## src/rtl/ball_pkg.sv

```systemverilog
// Shared ball definitions: position/velocity width, velocity type, FSM states, wall limits.
// Latency: n/a (types and constants only).
// Backpressure: n/a. The wall limits are the same defaults the dynamics block uses.
package ball_pkg;

    localparam int BALL_W = 4;

    // Two's complement velocity, added to the position on each step.
    typedef logic signed [BALL_W-1:0] vel_t;

    typedef enum logic [1:0] {
        IDLE   = 2'd0,
        LAUNCH = 2'd1,
        RUN    = 2'd2,
        CHECK  = 2'd3
    } state_t;

    localparam int X_MIN_DEF = 0;
    localparam int X_MAX_DEF = 15;
    localparam int Y_MIN_DEF = 0;
    localparam int Y_MAX_DEF = 15;

endpackage

```

## src/rtl/ball_tick_div.sv

```systemverilog
// Step pacing divider: modulo-TICK_DIV counter that advances only while run=1.
// Latency: tc is combinational on the terminal count of the current cycle.
// Backpressure: run=0 holds the count, and tc stays low.
// Ports: clk_50, reset_n (async, active-low), run (count enable), tc (terminal-count strobe).
module ball_tick_div #(
    parameter int TICK_DIV = 4
) (
    input  logic clk_50,
    input  logic reset_n,
    input  logic run,
    output logic tc
);

    localparam int CW = $clog2(TICK_DIV);
    localparam logic [CW-1:0] LAST = CW'(TICK_DIV - 1);

    logic [CW-1:0] count;

    always_ff @(posedge clk_50 or negedge reset_n) begin
        if (!reset_n) begin
            count <= '0;
        end else if (run) begin
            count <= (count == LAST) ? '0 : count + CW'(1);
        end
    end

    assign tc = run && (count == LAST);

endmodule

```

## src/rtl/ball_bounce_ctrl.sv

```systemverilog
// Ball velocity controller: launches at +SPEED, paces steps, reflects velocity at walls.
// Latency: step strobes on the last RUN count; the reflection and bounce pulses register at the end of CHECK.
// Backpressure: enable=0 freezes the divider, FSM and registers, and suppresses step and new bounce pulses.
// Ports: clk_50, reset_n (async, active-low), enable, ball_position_x/y (unsigned, in),
//        ball_velocity_x/y (signed, out), step, bounce_x, bounce_y, bounce_count.
// Build option: define BALL_BOUNCE_COUNT_EN to implement the saturating bounce_count.
//               Without it, bounce_count is tied to 0.
module ball_bounce_ctrl
    import ball_pkg::*;
#(
    parameter int W        = BALL_W,
    parameter int X_MIN    = X_MIN_DEF,
    parameter int X_MAX    = X_MAX_DEF,
    parameter int Y_MIN    = Y_MIN_DEF,
    parameter int Y_MAX    = Y_MAX_DEF,
    parameter int SPEED    = 1,
    parameter int TICK_DIV = 4
) (
    input  logic         clk_50,
    input  logic         reset_n,
    input  logic         enable,
    input  logic [W-1:0] ball_position_x,
    input  logic [W-1:0] ball_position_y,
    output logic [W-1:0] ball_velocity_x,
    output logic [W-1:0] ball_velocity_y,
    output logic         step,
    output logic         bounce_x,
    output logic         bounce_y,
    output logic [7:0]   bounce_count
);

    localparam int SW = W + 2;
    localparam logic [W-1:0] SPEED_V = W'(SPEED);

    state_t state;
    state_t state_nxt;
    logic   run;
    logic   tc;
    logic   load_launch;
    logic   do_check;
    logic   flip_x;
    logic   flip_y;

    // Two extra bits keep p + v free of overflow, even for positions beyond the walls.
    function automatic logic hits_wall(input logic [W-1:0] p, input logic [W-1:0] v,
                                       input int lo, input int hi);
        logic signed [SW-1:0] sum;
        logic                 v_pos;
        logic                 v_neg;
        sum   = $signed({2'b00, p}) + $signed({{2{v[W-1]}}, v});
        v_neg = v[W-1];
        v_pos = !v[W-1] && (v != '0);
        return (v_pos && (sum > $signed(SW'(hi)))) || (v_neg && (sum < $signed(SW'(lo))));
    endfunction

    ball_tick_div #(
        .TICK_DIV (TICK_DIV)
    ) u_tick_div (
        .clk_50  (clk_50),
        .reset_n (reset_n),
        .run     (run),
        .tc      (tc)
    );

    // State register.
    always_ff @(posedge clk_50 or negedge reset_n) begin
        if (!reset_n) begin
            state <= IDLE;
        end else begin
            state <= state_nxt;
        end
    end

    // Next-state logic. The whole FSM holds while enable is low.
    always_comb begin
        state_nxt = state;
        if (enable) begin
            case (state)
                IDLE:    state_nxt = LAUNCH;
                LAUNCH:  state_nxt = RUN;
                RUN:     state_nxt = tc ? CHECK : RUN;
                CHECK:   state_nxt = RUN;
                default: state_nxt = IDLE;
            endcase
        end
    end

    // Output decode.
    always_comb begin
        run         = enable && (state == RUN);
        load_launch = enable && (state == LAUNCH);
        do_check    = enable && (state == CHECK);
    end

    // step is the divider's terminal count. The dynamics block adds the velocity on the same edge
    // that moves this FSM into CHECK, so CHECK sees the already-stepped position.
    assign step = tc;

    always_comb begin
        flip_x = do_check && hits_wall(ball_position_x, ball_velocity_x, X_MIN, X_MAX);
        flip_y = do_check && hits_wall(ball_position_y, ball_velocity_y, Y_MIN, Y_MAX);
    end

    always_ff @(posedge clk_50 or negedge reset_n) begin
        if (!reset_n) begin
            ball_velocity_x <= '0;
            ball_velocity_y <= '0;
            bounce_x        <= 1'b0;
            bounce_y        <= 1'b0;
        end else begin
            bounce_x <= flip_x;
            bounce_y <= flip_y;
            if (load_launch) begin
                ball_velocity_x <= SPEED_V;
                ball_velocity_y <= SPEED_V;
            end else begin
                if (flip_x) ball_velocity_x <= -ball_velocity_x;
                if (flip_y) ball_velocity_y <= -ball_velocity_y;
            end
        end
    end

`ifdef BALL_BOUNCE_COUNT_EN
    // A corner adds two. The ninth bit catches the step past 255 so the count clamps instead of wrapping.
    logic [8:0] count_sum;

    always_comb begin
        count_sum = {1'b0, bounce_count} + 9'(flip_x) + 9'(flip_y);
    end

    always_ff @(posedge clk_50 or negedge reset_n) begin
        if (!reset_n) begin
            bounce_count <= '0;
        end else begin
            bounce_count <= count_sum[8] ? 8'hFF : count_sum[7:0];
        end
    end
`else
    assign bounce_count = '0;
`endif

endmodule

```

## config.mk

```make
export PLATFORM = sky130hd
export DESIGN_NAME = ball_bounce_ctrl
export DESIGN_NICKNAME = d
export VERILOG_FILES = /design/src/rtl/ball_pkg.sv /design/src/rtl/ball_tick_div.sv /design/src/rtl/ball_bounce_ctrl.sv
export SDC_FILE = /design/constraint.sdc
export NUM_CORES = 1
export LEC_CHECK = 0
export BUFFER_PORTS_ARGS = -buffer_cell sky130_fd_sc_hd__buf_2
export CAP_MARGIN = 5
export CELL_PAD_IN_SITES_DETAIL_PLACEMENT = 0
export CELL_PAD_IN_SITES_GLOBAL_PLACEMENT = 1
export CORE_MARGIN = 8
export CORE_UTILIZATION = 39
export DETAILED_ROUTE_END_ITERATION = 12
export GPL_TIMING_DRIVEN = 0
export PLACE_DENSITY = 0.79
export SLEW_MARGIN = 10
export SYNTH_ARGS = -nofsm -noshare
export SYNTH_HDL_FRONTEND = slang
export SYNTH_SLANG_ARGS = --single-unit
export TNS_END_PERCENT = 1
```

## constraint.sdc

```tcl
create_clock -name clk_50 -period 4.6 [get_ports clk_50]
set_input_delay 1.38 -clock clk_50 [delete_from_list [all_inputs] [get_ports clk_50]]
set_output_delay 1.38 -clock clk_50 [all_outputs]
set_load 0.03 [all_outputs]
```

* Word-level counts from Yosys, hierarchy flattened
Index checks and enable logic that the tools add are counted.
** Storage, ports and cells
- Memories :: 0
- RAM bits :: 0
- Memory bits (read-only) :: 0
- Input port bits :: 11
- Bits in latches :: 0
- Output and inout port bits :: 19
- Bits in registers :: 14
- Logic and storage cells :: 48
** Operators by class
- Divide/modulo/power cells :: 0
- Reductions and logical operators :: 22
- Shift-type cells :: 0
- Equal/unequal tests :: 4
- Add/subtract/negate cells :: 5
- Bitwise logic cells :: 0
- Multipliers :: 0
- Multiplexer cells :: 7
- Order comparisons :: 4
** Operators with widths (number)
- $mux 4 :: 4
- $add 5x4->6 :: 2
- $gt 6x5->1 const B :: 2
- $logic_and 1x1->1 :: 12
- $lt 6x1->1 const B :: 2
- $neg 4->4 :: 2
- $reduce_bool 4->1 :: 2
- $eq 2x2->1 const B :: 3
- $pmux 2 s3 :: 1
- $reduce_bool 2->1 :: 2
- $add 2x1->2 const B :: 1
- $eq 2x1->1 const B :: 1
- $logic_not 1->1 :: 2
- $logic_not 2->1 :: 1
- $logic_or 1x1->1 :: 2
- $mux 2 :: 1
- $reduce_or 2->1 :: 1
- $mux 1 :: 1

* Longest topological paths before layout
Gate-level depths: netlist of the first run.
- Depth after elaboration :: 7
- Gate-level depth with buffers :: 9
- Depth with buffers taken out :: 9

* By module
From an unflattened synthesis of the first run, not the netlist that was laid out.
** Second synthesis, totals
- Cells, all modules :: 97
- Area, all modules :: 938.4 sq um
** Modules (own cells, without submodules)
- ball_bounce_ctrl :: times used 1, cells each 90, area each 837.1 sq um, sequential area each 275.3 sq um
- ball_tick_div :: times used 1, cells each 7, area each 101.3 sq um, sequential area each 50.0 sq um

* Worst setup path after synthesis of the first run
Ideal clock, no wire load.
- Path kind :: input -> output
- Start point :: in enable
- End point :: out step
- Path buffers :: 0
- Required time :: 3.220 ns
- Cell stages on the path :: 2
- Path slack :: 1.291 ns
- Arrival time :: 1.929 ns
- Path through :: nand3_1 > nor2_1
** Between the ends
- Word-level cells in the longest chain between the ends :: 2
** RTL lines
- from (decl) :: line ball_bounce_ctrl.sv:21 : input logic enable,
- $logic_and 1x1->1 :: line ball_bounce_ctrl.sv:90 : run = enable && (state == RUN);
- $logic_and 1x1->1 :: line ball_tick_div.sv:27 : assign tc = run && (count == LAST);
- to (decl) :: line ball_bounce_ctrl.sv:26 : output logic step,
Every way passes these cells.

* Final worst setup path of the first run
Same ends and word-level chain as after synthesis.

==> results.cfg, run 1 <==
[logic_synthesis]
netlist_area_um2 = 916
synth_warnings = 0
ys_ff_latch = 13
yosysUniqueCellTypes = 23
avgSynthCellArea_um2 = 9.44
synthCells = 97
ys_seq_area_share_pct = 35.5

[sta]
slew_violations = 0
finalHoldViolations = 0
finalSetupTns_ns = 0
hold_slack_ns = 0.522
period_needed_ns = 3.35
clock.fmax_mhz = 298
finalCritPeriodShare_pct = 72.8
setup_viol = 0
skew_ns = 0.00431
rsz0062_at_grt = false

[worst_setup_path]
cp_data_arrival_time_ns = 1.97
critical_path.slowest_cell = buf_2
critPathLaunchType = primary input
path_buf_inv = 2
worst-setup-path-type = primary input to output port
cp_top_family = buffers and inverters
cpMostUsedCell = buf_2
cp_cell_sequence = buf_2 -> nand3_1 -> nor2_1 -> buf_2
cp.required_ns = 3.22
max_stage_delay_ns = 0.20
crit_path_max_fanout = 6
cp-end-kind = output port

[floorplanning]
num_rows = 17
die_w_um = 64.5
initial_core_util_pct = 41.4
dieHeight_um = 64.5
core_area_um2 = 2210
io_pins = 30
dieArea_um2 = 4160

[clock_tree]
cts_htree_levels = 1
ctsResizeCount = 0
cts.sinks = 13
clockBufferDepth = 2
cts_buffers = 3
cts_root_buffer = clkbuf_4
cts_setup_buffers = 0
worstSkewPairLatency_ns = 0.27
cts_hold_buf = 0
clkTransAtPathRegs_ns = 0.08
cts_tree = done

[global_routing]
met2_usage_pct = 17.5
gr-usage-met1_pct = 9.74
gr-usage-all-layers_pct = 9.43
gr-total-overflow = 0
grt_pass1_wl_um = 3310
grt_pass1_vias = 801
top_usage_layer = met2
grt_start_max_net_pins = 14
grt_use_met3_pct = 3.44
antenna_found_initial = 0

[detailed_routing]
wirelength_um = 1860
drt_pass1_iterations = 2
drtAntennaViolNets = 0
viasPerCell = 4.78
drt_iter0_drc = 20
drc_errors = 0
post_drt_wl_per_cell_um = 11.8
vias = 751

[placement]
dp_hpwl_um = 1550
gp_congestion = 0.726
placement.io_buffers = 21
postPlaceCellArea_um2 = 1080

[power]
power_density_nw_per_um2 = 541
total_leakage_power_nw = 0.606
irDropWorstVdd_v = 0.000267
total_power_mw = 0.601

[final_layout]
diodes = 0
postLayoutCoreUtil_pct = 50.2
drive_gt1_share_pct = 29.5
design_area_um2 = 1110
nets = 154
area_growth_pct = 21.2

[status]
status = complete, no violations

[flow_run]
drv_cap = 0

[hold_path]
hold_path.class = register to register
-- kinds of logic after synthesis --
logic type | after synthesis | synth area share, %
buf+inv | 19 | 11.5
other cells | 1 | 0.409
compound gates | 16 | 13.5
simple gates | 30 | 15.7
mux | 5 | 5.60
flops | 13 | 35.5
fa+ha+maj | 13 | 17.8
-- power breakdown --
| group | total [mW] | leakage [nW] | switching [mW] | internal [mW] |
|---|---|---|---|---|
| Sequential | 0.204 | 0.152 | 0.0501 | 0.154 |
| Combinational | 0.329 | 0.436 | 0.196 | 0.133 |
| Clock | 0.0678 | 0.0177 | 0.0357 | 0.0321 |
-- metrics by stage --
stage / worst slack (ns) / instances
final: 1.25 / 157
after global routing: 1.16 / 157
after CTS: 1.24 / 157
after detailed placement: 1.22 / 153
after global placement: 1.25 / 153
after floorplan: 1.29 / 104
-- layer usage --
metal	wire, um	vias up
met5	0	-
met3	134	0
li1	-	389
met4	0	0
met2	914	17
met1	809	345
-- final cells by class --
class / count / area, um^2
Tap cell: 28 / 35.0
Inverter: 10 / 37.5
Fill cell: 237 / 1100
Buffer: 9 / 67.6
Clock buffer: 3 / 22.5
Clock inverter: 1 / 5.00
Sequential cell: 13 / 325
Multi-Input combinational cell: 72 / 512
Timing Repair Buffer: 21 / 105
-- cell usage after synthesis --
| master | number | area share, % |
|---|---|---|
| a21o_1 | 2 | 1.6 |
| a21o_2 | 1 | 0.96 |
| a21oi_1 | 3 | 1.6 |
| a21oi_2 | 2 | 1.9 |
| a311o_1 | 2 | 2.2 |
| a31o_1 | 2 | 1.9 |
| buf_4 | 9 | 7.4 |
| conb_1 | 1 | 0.41 |
| dfrtp_1 | 13 | 36 |
| ha_1 | 13 | 18 |
| inv_1 | 10 | 4.1 |
| mux2_2 | 1 | 1.2 |
| mux2i_1 | 4 | 4.4 |
| nand2_1 | 10 | 4.1 |
| nand3_1 | 4 | 2.2 |
| nor2_1 | 3 | 1.2 |
| nor2b_1 | 4 | 2.7 |
| nor3_1 | 7 | 3.8 |
| nor3b_1 | 2 | 1.6 |
| o211ai_1 | 1 | 0.82 |
| o21ai_0 | 1 | 0.55 |
| o311ai_0 | 1 | 0.96 |
| o32ai_1 | 1 | 0.96 |
-- registers in the layout, summed over array words and instances, names as in the netlist --
register / count
ball_velocity_y: 4
bounce_x: 1
u_tick_div.count: 2
ball_velocity_x: 3
state: 2
bounce_y: 1
-- final timing paths --
check / cells past startpoint / slack, ns / end / startpoint
min: 1 / 0.52 / u_tick_div.count[1]$_DFFE_PN0P_ / u_tick_div.count[1]$_DFFE_PN0P_
min reg2reg: 1 / 0.52 / u_tick_div.count[1]$_DFFE_PN0P_ / u_tick_div.count[1]$_DFFE_PN0P_
max in group asynchronous: 1 / 3.39 / ball_velocity_x[3]$_DFFE_PN0P_ / reset_n
max reg2reg: 9 / 2.31 / ball_velocity_x[3]$_DFFE_PN0P_ / ball_velocity_x[1]$_DFFE_PN0P_
min in group asynchronous: 1 / 0.98 / ball_velocity_y[0]$_DFFE_PN0P_ / reset_n
max: 4 / 1.25 / step / enable
-- cell usage in the layout (no fill, tap or decap), types with 3 or more instances in the layout --
master / count
ha_1: 13
dfrtp_1: 13
mux2i_1: 4
nand2_1: 10
clkbuf_4: 3
inv_1: 10
buf_4: 9
nor2_1: 3
conb_1: 8
buf_2: 21
nor3_1: 7
nor2b_1: 4
a21oi_1: 3
nand3_1: 4
Note: power is estimated with default switching activity, not from simulation.
==> run 2: changes to the inputs <==
--- a/config.mk
+++ b/config.mk
@@ -10,10 +10,10 @@
 export CELL_PAD_IN_SITES_DETAIL_PLACEMENT = 0
 export CELL_PAD_IN_SITES_GLOBAL_PLACEMENT = 1
 export CORE_MARGIN = 8
-export CORE_UTILIZATION = 39
+export CORE_UTILIZATION = 36
 export DETAILED_ROUTE_END_ITERATION = 12
 export GPL_TIMING_DRIVEN = 0
-export PLACE_DENSITY = 0.79
+export PLACE_DENSITY = 0.74
 export SLEW_MARGIN = 10
 export SYNTH_ARGS = -nofsm -noshare
 export SYNTH_HDL_FRONTEND = slang
==> constraint.sdc (replaced) <==
create_clock -name clk_50 -period 3.5 [get_ports clk_50]
set_input_delay 1.05 -clock clk_50 [delete_from_list [all_inputs] [get_ports clk_50]]
set_output_delay 1.05 -clock clk_50 [all_outputs]
set_load 0.03 [all_outputs]
==> results.cfg, run 2 (synthesis gave the netlist of run 1 again) <==
[status]
status = complete, no violations

[floorplanning]
io_pins = 30
die_w_um = 66.4
initial_core_util_pct = 37.3
num_rows = 18
dieArea_um2 = 4410
dieHeight_um = 66.4
core_area_um2 = 2450

[power]
power_density_nw_per_um2 = 707
total_power_mw = 0.786
irDropWorstVdd_v = 0.000420
total_leakage_power_nw = 0.604

[final_layout]
area_growth_pct = 21.3
design_area_um2 = 1110
drive_gt1_share_pct = 28.7
diodes = 0
largest-register = ball_velocity_y
postLayoutCoreUtil_pct = 45.3
final_common_cell = buf_2
final_cell_mix = 21 x buf_2, 13 x ha_1, 13 x dfrtp_1
largest_reg_flops = 4
nets = 154
final_cells = 159
top_regs = ball_velocity_y x4, ball_velocity_x x3

[placement]
dp_slack_ns = 0.461
dp.cells = 155
gp_congestion = 0.724
placement.io_buffers = 21
postPlaceCellArea_um2 = 1080
dp_hpwl_um = 1470

[sta]
hold_slack_ns = 0.516
finalSetupTns_ns = 0
setup_slack_ns = 0.744
clock.fmax_mhz = 363
skew_ns = 0.00388
setup_viol = 0
period_needed_ns = 2.76
slew_violations = 0
finalHoldViolations = 0
rsz0062_at_grt = false
finalCritPeriodShare_pct = 78.7

[clock_tree]
ctsResizeCount = 0
cts_setup_buffers = 0
cts_tree = done
cts.sinks = 13
cts_htree_levels = 1
worstSkewPairLatency_ns = 0.27
cts_buffers = 3
cts_hold_buf = 0
clockBufferDepth = 2
clkTransAtPathRegs_ns = 0.08
cts_root_buffer = clkbuf_4

[detailed_routing]
drt_iter0_drc = 5
wirelength_um = 1810
drt_pass1_iterations = 4
vias = 732
viasPerCell = 4.60
post_drt_wl_per_cell_um = 11.4
drc_errors = 0
drtAntennaViolNets = 0

[worst_setup_path]
cp-end-kind = register
worst-setup-path-type = primary input to register
rr_worst_depth = 9
cp.required_ns = 3.70
crit_path_max_fanout = 5
cp_data_arrival_time_ns = 2.95
critPathLaunchType = primary input

[hold_path]
hold_path.class = register to register
min_delay_path_depth = 1

[global_routing]
grt_pass1_wl_um = 3120
gr-usage-all-layers_pct = 8.73
antenna_found_initial = 0
grt_start_max_net_pins = 14
gr-total-overflow = 0
grt_pass1_vias = 707

[flow_run]
drv_cap = 0
-- run 2: cell types whose count changed in the layout (fill, tap and decap cells not counted), sizes merged --
cell / delta
clkinv: -1
clkbuf: +1
-- run 2: final timing paths --
check / startpoint / to / slack (ns)
max: ball_position_x[1] / ball_velocity_x[3]$_DFFE_PN0P_ / 0.74
min: u_tick_div.count[1]$_DFFE_PN0P_ / u_tick_div.count[1]$_DFFE_PN0P_ / 0.52
max reg2reg: ball_velocity_y[1]$_DFFE_PN0P_ / ball_velocity_y[3]$_DFFE_PN0P_ / 1.20
min reg2reg: u_tick_div.count[1]$_DFFE_PN0P_ / u_tick_div.count[1]$_DFFE_PN0P_ / 0.52
max in group asynchronous: reset_n / bounce_x$_DFF_PN0_ / 2.62
min in group asynchronous: reset_n / state[0]$_DFFE_PN0P_ / 0.65
-- run 2: layout make-up --
type	count	area [um^2]
inverter	10	37.5
multi-input combinational	72	512
buffer	9	67.6
sequential	13	325
timing repair buffer	21	105
tap	30	37.5
clock buffer	4	26.3
fill	245	1340
-- run 2: where the power goes --
part	internal (mW)	leakage, nW	total, mW	switching, mW
registers	0.202	0.152	0.265	0.0628
logic	0.175	0.436	0.429	0.254
clock network	0.0441	0.0150	0.0923	0.0482
total	0.421	0.604	0.786	0.365
-- run 2: per-layer routing --
metal,GRT usage [%],part of all wire [%]
met5,0,0
met4,2.40,0
met3,2.88,6.4
met2,12.9,45
met1,11.8,48
-- run 2: critical path, cell delays in order --
cell,delay (ns)
buf_2,0.10
ha_1,0.28
a31o_1,0.22
a21o_2,0.21
a21oi_1,0.16
ha_1,0.13
nor3b_1,0.22
a21oi_2,0.13
nor3_1,0.25
mux2i_1,0.21
